File: src/rtl/axis_read_sched_if.sv
// Bus bundle for the descriptor scheduler: descriptor input, engine config
// output and the snooped engine output-stream handshake.
interface axis_read_sched_if #(
    parameter int CONFIG_AWIDTH = 5,
    parameter int CONFIG_DWIDTH = 32
);
    logic [CONFIG_DWIDTH-1:0] desc_addr;
    logic [CONFIG_DWIDTH-1:0] desc_length;
    logic                     desc_valid;
    logic                     desc_ready;
    logic [CONFIG_AWIDTH-1:0] cfg_addr;
    logic [CONFIG_DWIDTH-1:0] cfg_data;
    logic                     cfg_valid;
    logic                     mon_valid;
    logic                     mon_ready;

    // Scheduler side
    modport master (
        input  desc_addr, desc_length, desc_valid, mon_valid, mon_ready,
        output desc_ready, cfg_addr, cfg_data, cfg_valid
    );

    // Descriptor source / engine side
    modport slave (
        output desc_addr, desc_length, desc_valid, mon_valid, mon_ready,
        input  desc_ready, cfg_addr, cfg_data, cfg_valid
    );
endinterface

File: src/rtl/axis_read_sched.sv
// Read descriptor scheduler: queues descriptors and issues ID/ADDR/LEN config
// words to the stream read engine once the previous transfer has drained.
// Optional status outputs (done, done_cnt) under AXIS_READ_SCHED_STATUS_EN.
module axis_read_sched #(
    parameter int CONFIG_ID     = 1,
    parameter int CONFIG_ADDR   = 23,
    parameter int CONFIG_DATA   = 24,
    parameter int CONFIG_AWIDTH = 5,
    parameter int CONFIG_DWIDTH = 32,
    parameter int FIFO_AWIDTH   = 2
) (
    input  logic                 clk,
    input  logic                 rst,
    axis_read_sched_if.master    bus,
    output logic                 busy
`ifdef AXIS_READ_SCHED_STATUS_EN
    ,
    output logic                 done,
    output logic [15:0]          done_cnt
`endif
);
    localparam int DEPTH = 1 << FIFO_AWIDTH;

    typedef struct packed {
        logic [CONFIG_DWIDTH-1:0] addr;
        logic [CONFIG_DWIDTH-1:0] len;
    } desc_t;

    typedef enum logic [4:0] {
        S_IDLE = 5'b00001,
        S_ID   = 5'b00010,
        S_ADDR = 5'b00100,
        S_LEN  = 5'b01000,
        S_RUN  = 5'b10000
    } state_t;

    state_t                   state_q, state_d;
    desc_t                    mem_q [DEPTH];
    logic [FIFO_AWIDTH-1:0]   wr_ptr_q, wr_ptr_d, rd_ptr_q, rd_ptr_d;
    logic [FIFO_AWIDTH:0]     count_q, count_d;
    logic [CONFIG_DWIDTH-1:0] r_addr_q, r_addr_d, r_len_q, r_len_d;
    logic [CONFIG_DWIDTH-1:0] cnt_q, cnt_d;
    logic [CONFIG_AWIDTH-1:0] cfg_addr_q, cfg_addr_d;
    logic [CONFIG_DWIDTH-1:0] cfg_data_q, cfg_data_d;
    logic                     cfg_valid_q, cfg_valid_d;
    logic                     push, pop, empty, full, beat;
    desc_t                    head;
`ifdef AXIS_READ_SCHED_STATUS_EN
    logic                     done_q, done_d;
    logic [15:0]              done_cnt_q, done_cnt_d;
`endif

    assign empty = (count_q == '0);
    assign full  = (count_q == (FIFO_AWIDTH+1)'(DEPTH));
    assign push  = bus.desc_valid & ~full;
    assign beat  = bus.mon_valid & bus.mon_ready;
    assign head  = mem_q[rd_ptr_q];

    assign bus.desc_ready = ~full;
    assign bus.cfg_addr   = cfg_addr_q;
    assign bus.cfg_data   = cfg_data_q;
    assign bus.cfg_valid  = cfg_valid_q;
    assign busy           = (state_q != S_IDLE) | ~empty;

    always_comb begin
        wr_ptr_d = wr_ptr_q;
        rd_ptr_d = rd_ptr_q;
        count_d  = count_q;
        if (push) wr_ptr_d = wr_ptr_q + FIFO_AWIDTH'(1);
        if (pop)  rd_ptr_d = rd_ptr_q + FIFO_AWIDTH'(1);
        if (push && !pop)      count_d = count_q + (FIFO_AWIDTH+1)'(1);
        else if (!push && pop) count_d = count_q - (FIFO_AWIDTH+1)'(1);
    end

    // Config words are loaded for the state being entered, so each word is
    // visible on the bus for exactly the cycle the FSM sits in that state.
    always_comb begin
        state_d     = state_q;
        pop         = 1'b0;
        r_addr_d    = r_addr_q;
        r_len_d     = r_len_q;
        cnt_d       = cnt_q;
        cfg_valid_d = 1'b0;
        cfg_addr_d  = cfg_addr_q;
        cfg_data_d  = cfg_data_q;
`ifdef AXIS_READ_SCHED_STATUS_EN
        done_d      = 1'b0;
`endif
        case (state_q)
            S_IDLE: begin
                if (!empty) begin
                    pop      = 1'b1;
                    r_addr_d = head.addr;
                    r_len_d  = head.len;
                    if (head.len == '0) begin
`ifdef AXIS_READ_SCHED_STATUS_EN
                        done_d = 1'b1;
`endif
                    end else begin
                        state_d     = S_ID;
                        cfg_valid_d = 1'b1;
                        cfg_addr_d  = CONFIG_AWIDTH'(CONFIG_ADDR);
                        cfg_data_d  = CONFIG_DWIDTH'(CONFIG_ID);
                    end
                end
            end
            S_ID: begin
                state_d     = S_ADDR;
                cfg_valid_d = 1'b1;
                cfg_addr_d  = CONFIG_AWIDTH'(CONFIG_DATA);
                cfg_data_d  = r_addr_q;
            end
            S_ADDR: begin
                state_d     = S_LEN;
                cfg_valid_d = 1'b1;
                cfg_addr_d  = CONFIG_AWIDTH'(CONFIG_DATA);
                cfg_data_d  = r_len_q;
            end
            S_LEN: begin
                state_d = S_RUN;
                cnt_d   = '0;
            end
            S_RUN: begin
                // Compare against r_len-1 rather than cnt+1 so a full-range
                // length never needs a wider counter.
                if (beat) begin
                    cnt_d = cnt_q + CONFIG_DWIDTH'(1);
                    if (cnt_q == r_len_q - CONFIG_DWIDTH'(1)) begin
                        state_d = S_IDLE;
`ifdef AXIS_READ_SCHED_STATUS_EN
                        done_d  = 1'b1;
`endif
                    end
                end
            end
            default: state_d = S_IDLE;
        endcase
    end

    always_ff @(posedge clk) begin
        if (push) mem_q[wr_ptr_q] <= '{addr: bus.desc_addr, len: bus.desc_length};
    end

    always_ff @(posedge clk) begin
        if (rst) begin
            state_q     <= S_IDLE;
            wr_ptr_q    <= '0;
            rd_ptr_q    <= '0;
            count_q     <= '0;
            r_addr_q    <= '0;
            r_len_q     <= '0;
            cnt_q       <= '0;
            cfg_valid_q <= 1'b0;
            cfg_addr_q  <= '0;
            cfg_data_q  <= '0;
        end else begin
            state_q     <= state_d;
            wr_ptr_q    <= wr_ptr_d;
            rd_ptr_q    <= rd_ptr_d;
            count_q     <= count_d;
            r_addr_q    <= r_addr_d;
            r_len_q     <= r_len_d;
            cnt_q       <= cnt_d;
            cfg_valid_q <= cfg_valid_d;
            cfg_addr_q  <= cfg_addr_d;
            cfg_data_q  <= cfg_data_d;
        end
    end

`ifdef AXIS_READ_SCHED_STATUS_EN
    always_comb begin
        done_cnt_d = done_cnt_q;
        if (done_d) done_cnt_d = done_cnt_q + 16'd1;
    end

    always_ff @(posedge clk) begin
        if (rst) begin
            done_q     <= 1'b0;
            done_cnt_q <= '0;
        end else begin
            done_q     <= done_d;
            done_cnt_q <= done_cnt_d;
        end
    end

    assign done     = done_q;
    assign done_cnt = done_cnt_q;
`endif
endmodule

File: src/flat_wrapper.sv
// flat-port wrapper written by rule: the top's interface ports become plain ports
module axis_read_sched_flat 
#(
    parameter int CONFIG_ID     = 1,
    parameter int CONFIG_ADDR   = 23,
    parameter int CONFIG_DATA   = 24,
    parameter int CONFIG_AWIDTH = 5,
    parameter int CONFIG_DWIDTH = 32,
    parameter int FIFO_AWIDTH   = 2
)
  (clk, rst, busy, bus_desc_addr, bus_desc_length, bus_desc_valid, bus_mon_valid, bus_mon_ready, bus_desc_ready, bus_cfg_addr, bus_cfg_data, bus_cfg_valid);
  axis_read_sched_if #(.CONFIG_AWIDTH(CONFIG_AWIDTH), .CONFIG_DWIDTH(CONFIG_DWIDTH)) bus_i ();
  input  logic clk;
  input  logic rst;
  output logic busy;
  input wire logic [$bits(bus_i.desc_addr)-1:0] bus_desc_addr;
  input wire logic [$bits(bus_i.desc_length)-1:0] bus_desc_length;
  input wire logic [$bits(bus_i.desc_valid)-1:0] bus_desc_valid;
  input wire logic [$bits(bus_i.mon_valid)-1:0] bus_mon_valid;
  input wire logic [$bits(bus_i.mon_ready)-1:0] bus_mon_ready;
  output wire logic [$bits(bus_i.desc_ready)-1:0] bus_desc_ready;
  output wire logic [$bits(bus_i.cfg_addr)-1:0] bus_cfg_addr;
  output wire logic [$bits(bus_i.cfg_data)-1:0] bus_cfg_data;
  output wire logic [$bits(bus_i.cfg_valid)-1:0] bus_cfg_valid;
  assign bus_i.desc_addr = bus_desc_addr;
  assign bus_i.desc_length = bus_desc_length;
  assign bus_i.desc_valid = bus_desc_valid;
  assign bus_i.mon_valid = bus_mon_valid;
  assign bus_i.mon_ready = bus_mon_ready;
  assign bus_desc_ready = bus_i.desc_ready;
  assign bus_cfg_addr = bus_i.cfg_addr;
  assign bus_cfg_data = bus_i.cfg_data;
  assign bus_cfg_valid = bus_i.cfg_valid;
  axis_read_sched #(.CONFIG_ID(CONFIG_ID), .CONFIG_ADDR(CONFIG_ADDR), .CONFIG_DATA(CONFIG_DATA), .CONFIG_AWIDTH(CONFIG_AWIDTH), .CONFIG_DWIDTH(CONFIG_DWIDTH), .FIFO_AWIDTH(FIFO_AWIDTH)) u_core (.clk(clk), .rst(rst), .bus(bus_i), .busy(busy));
endmodule
File: config.mk
export PLATFORM = sky130hd
export DESIGN_NAME = axis_read_sched_flat
export DESIGN_NICKNAME = d
export VERILOG_FILES = /design/src/rtl/axis_read_sched_if.sv /design/src/rtl/axis_read_sched.sv /design/src/flat_wrapper.sv
export SDC_FILE = /design/constraint.sdc
export NUM_CORES = 1
export LEC_CHECK = 0
export BUFFER_PORTS_ARGS = -buffer_cell sky130_fd_sc_hd__buf_2
export CORE_MARGIN = 2
export CORE_UTILIZATION = 31
export CTS_CLUSTER_DIAMETER = 80
export DETAILED_ROUTE_END_ITERATION = 10
export PLACE_DENSITY = 0.58
export SLEW_MARGIN = 40
export SYNTH_ARGS = -nofsm -noshare
export SYNTH_HDL_FRONTEND = slang
export SYNTH_SLANG_ARGS = --single-unit
File: constraint.sdc
create_clock -name clk -period 3.9 [get_ports clk]
set_input_delay 0.39 -clock clk [delete_from_list [all_inputs] [get_ports clk]]
set_output_delay 0.39 -clock clk [all_outputs]
set_load 0.05 [all_outputs]
== Word level (Yosys, flattened, before mapping) ==
Memories as Yosys holds them, arrays and structs flattened. A register that Yosys moved wholly into a read port is not among the register bits.
Index checks and enable logic that the tools add are counted.
Operators by class
  add/subtract/negate cells: 6
  muxes and demuxes: 24
  bitwise gates (word level): 5
  eq/ne operators: 12
  reduce and logical (&&, ||, !) cells: 16
Operators by type and width (number)
  two-way mux 32 bit: 3
  case mux 32 bit (3 select lines): 1
  case mux 32 bit (2 select lines): 1
  adder 32 x 1 -> 32 bit, second input constant: 1
  == test 32 bit: 1
  zero test 32 bit: 1
  subtractor 32 x 1 -> 32 bit, second input constant: 1
  two-way mux 5 bit: 6
  case mux 5 bit (5 select lines): 1
  case mux 5 bit (2 select lines): 1
  two-way mux 1 bit: 6
  two-way mux 3 bit: 2
  AND reduction 3 bit: 2
  nonzero test 2 bit: 3
  == test 5 x 1 -> 1 bit, second input constant: 1
  == test 5 x 2 -> 1 bit, second input constant: 1
  == test 5 x 3 -> 1 bit, second input constant: 1
  == test 5 x 4 -> 1 bit, second input constant: 1
  == test 5 bit, second input constant: 1
  != test 5 x 1 -> 1 bit, second input constant: 1
  adder 2 x 1 -> 2 bit, second input constant: 2
  two-way mux 2 bit: 2
  != test 2 x 1 -> 1 bit, second input constant: 2
  != test 2 bit, second input constant: 2
  14 further kinds: 19
Word-level totals
  logic and storage cells: 74
  memories: 1
  input bits: 69
  output and inout port bits: 40
  flip-flop bits (word level): 146
  RAM bits: 256
Memories
  u_core.mem_q: depth 4, bits a word 64, rd ports 1, clocked after Yosys merged registers in 1, write ports 1, RTL line axis_read_sched.sv:38  | desc_t mem_q [DEPTH];

== Depth between registers and ports, before layout ==
  depth in word-level cells: 7
  mapped depth: 11
  mapped depth without buffers: 10

== Worst setup path before layout ==
OpenSTA, ideal clock, no wires.
  path kind: reg2reg
  start: reg u_core.count_q[0]
  end: mem u_core.mem_q[0][0] in the netlist's numbering, enable pin
  arrival time: 2.499 ns
  path buffers: 0
  setup time: 0.429 ns
  cell stages (with the launch flop): 4
  setup slack: 0.972 ns
  data required time: 3.471 ns
  clock period less this slack: 2.928 ns
  cells stage by stage: dfxtp_1 nor2_1 nand2_1 and3_1
Between the ends
  longest elaborated chain between the ends: 5
RTL lines
  from (decl): RTL line axis_read_sched.sv:40  | logic [FIFO_AWIDTH:0] count_q, count_d;
  from (signal assigned): RTL line axis_read_sched.sv:160  | count_q <= count_d;
  == test 3 bit: RTL line axis_read_sched.sv:54  | assign full = (count_q == (FIFO_AWIDTH+1)'(DEPTH));
  inverter 1 bit
  net bus_desc_ready: RTL line flat_wrapper.sv:21  | output wire logic [$bits(bus_i.desc_ready)-1:0] bus_desc_ready;
  AND 1 bit: RTL line axis_read_sched.sv:55  | assign push = bus.desc_valid & ~full;
  two-way mux 1 bit: RTL line axis_read_sched.sv:141  | if (push) mem_q[wr_ptr_q] <= '{addr: bus.desc_addr, len: bus.desc_length};
  two-way mux 1 bit (implied by the code): RTL line axis_read_sched.sv:141
  to (decl): RTL line axis_read_sched.sv:38
The timed path passes the listed nets, and every way through them passes these cells.

==> flow_summary.json <==
{
  "portBuffers": 108,
  "drv_slew": 0,
  "drtAntennaViolNets": 0,
  "fin_worst_skew_ps": 19.4,
  "cp_slowest_cell": "dfxtp_4",
  "ys_seq_elements": 402,
  "yosysMostFrequentCell": "edfxtp_1",
  "wirelength_um": 39300,
  "die_w_um": 233,
  "htree_levels": 2,
  "worst_setup_path_end_kind": "flip-flop",
  "cts.sinks": 402,
  "cts_tree": "built",
  "synthTopCellsByArea": "edfxtp_1, dfxtp_1, mux4_2",
  "tightestPinTransition_ps": 804,
  "critPathLaunchType": "flip-flop",
  "p_total_mw": 13.7,
  "hold_buffers": 0,
  "fin_util": 0.366,
  "clk_path_buf_depth": 3,
  "critPathMaxStageDelay_ps": 620,
  "yosysWarningCount": 0,
  "initial_core_util": 0.315,
  "period_share": 0.785,
  "cts-buffers-inserted": 41,
  "vias_per_cell": 4.97,
  "dr_total_vias": 10100,
  "synthTopCellsByCount": "edfxtp_1, nand2_1, dfxtp_1",
  "grt_start_max_net_pins": 67,
  "path_clk_slew_ps": 60,
  "critical_path_peak_fanout": 35,
  "ys_types": 63,
  "hold_class": "input port to flip-flop",
  "ir_drop_mv": 0.482,
  "setup_violations": 0,
  "overflow": 0,
  "syn-mean-instance-area_sq_um": 13.4,
  "netlist_instances": 1212,
  "grt_pass1_wl_um": 60400,
  "first_iter_violations": 842,
  "worst_slack_ps": 837,
  "synthesis.nets": 1289,
  "grt_use_total": 0.145,
  "max_cap_violations": 0,
  "core_sq_um": 51500,
  "clock_tree.root_cell": "clkbuf_16",
  "syn2layout_area_growth_pct": 16.3,
  "synth_edf_count": 256,
  "min_period_ps": 3060,
  "postSynth.asyncResetShare": 0,
  "setup_tns_ps": 0,
  "path_class": "flip-flop to flip-flop",
  "cts_resized": 0,
  "drcViolationCount": 0,
  "rsz0062_at_grt": "false",
  "die_area_sq_um": 54100,
  "final_nets": 1384,
  "synth_top_flop_cell": "edfxtp_1",
  "antenna_found_initial": 6,
  "p_leak_nw": 6.26,
  "whs_ps": 62.1,
  "preCtsSetupSlack_ps": 837,
  "routabilityCongestion": 0.876,
  "num_io_pins": 109,
  "hold_violations": 0,
  "crit_family": "simple AND/OR/NAND/NOR gates",
  "cp_num_buf_inv": 2,
  "synth_top_area_share": 0.474,
  "fmax_ghz": 0.326,
  "syn_area_sq_um": 16200,
  "cp_cell_sequence": "buf_12 > mux4_2 > nor4_1 > nand4_1 > o21bai_1 > a21oi_2 > buf_4 > nand2b_1 > a21oi_1",
  "post_drt_wl_per_cell_um": 19.4,
  "layout-drive-gt1-share": 0.203,
  "clk_latency_ps": 540,
  "outcome": "finished, final reports clean",
  "std_cell_rows": 83,
  "ys_seq_area_frac": 0.655,
  "relSlewSlack": 0.460,
  "postCtsSetupBuffers": 0,
  "grt_pass1_vias": 9938,
  "crit_arrival_ps": 3520,
  "cp.required_ps": 4350,
  "die_height_um": 233,
  "synth_top_area_cell": "edfxtp_1",
  "powerDensity_nw_per_um2": 725,
  "dpl.hpwl_um": 26400,
  "firstDrtPassIters": 5
}
==> flip-flops by register name (all words and copies together) (netlist names), named ones only <==
register              count
u_core.count_q            3
u_core.r_len_q           32
u_core.state_q            5
u_core.bus.cfg_addr       3
u_core.r_addr_q          32
u_core.cnt_q             32
u_core.wr_ptr_q           2
u_core.mem_q            256
u_core.rd_ptr_q           2
u_core.bus.cfg_valid      1
u_core.bus.cfg_data      32
==> placed cells by master, fill, tap and decap left out, types with 11 or more instances in the layout <==
master and instances:
o21ai_0 12, clkinv_1 11, dfxtp_1 144, a22oi_1 32
nor2_1 60, nand3_1 23, or3_1 16, nand2b_1 35
nand2_1 154, a21oi_1 109, inv_1 11, edfxtp_1 256
mux4_2 64, clkbuf_16 43, nand4_1 11, buf_2 107
buf_4 16, nor4_1 16, xor2_1 32, nor3_1 23
xnor2_1 35
==> final timing paths <==
check	end	cells past startpoint	slack, ps	start
setup / recovery	u_core.bus.cfg_data[16]$_SDFFE_PP0P_	9	840	flip-flop
hold reg to reg	u_core.r_addr_q[22]$_SDFFE_PP0P_	2	450	u_core.r_addr_q[22]$_SDFFE_PP0P_
setup reg to reg	u_core.bus.cfg_data[16]$_SDFFE_PP0P_	9	840	flip-flop
hold / removal	u_core.mem_q[2][56]$_DFFE_PP_	1	60	bus_desc_addr[24]
==> kinds of logic after synthesis <==
kind of cell               after synthesis  synth area share
muxes                                   66            0.0902
DFF                                    402             0.655
adders and majority gates                8           0.00664
buffers and inverters                   88            0.0222
AOI/OAI and AO/OA                      189            0.0708
xor gates and xnor gates                67            0.0362
and+or+nand+nor                        392             0.120
==> power by group <==
group          leakage [nW]  internal, mW  switching (mW)
sequential             3.54          5.15           0.560
clock                 0.631          2.18            1.59
combinational          2.09          1.64            2.55
total                  6.26          8.96            4.70
==> per-layer routing <==
metal	routed length, um	vias to the layer above	global-route usage
met5	13	-	0
met4	952	2	0.0438
met3	2180	61	0.0328
met2	18800	257	0.238
met1	17300	5044	0.192
li1	-	4709	-
==> cell type report <==
type	count	area [sq um]
Clock buffer	55	1170
Clock inverter	21	129
Fill cell	4990	32700
Inverter	12	45.0
Timing Repair Buffer	128	756
Multi-Input combinational cell	722	5270
Antenna cell	5	12.5
Sequential cell	402	10600
Tap cell	680	851
==> through the flow <==
step / instance area (sq um) / std cells
3_5_place_dp: 17500 / 1944
3_3_place_gp: 17500 / 1944
4_1_cts: 18800 / 2020
2_1_floorplan: 16200 / 1212
6_report: 18800 / 2025
5_1_grt: 18800 / 2020
No activity file was read; power rests on OpenSTA's default activity.
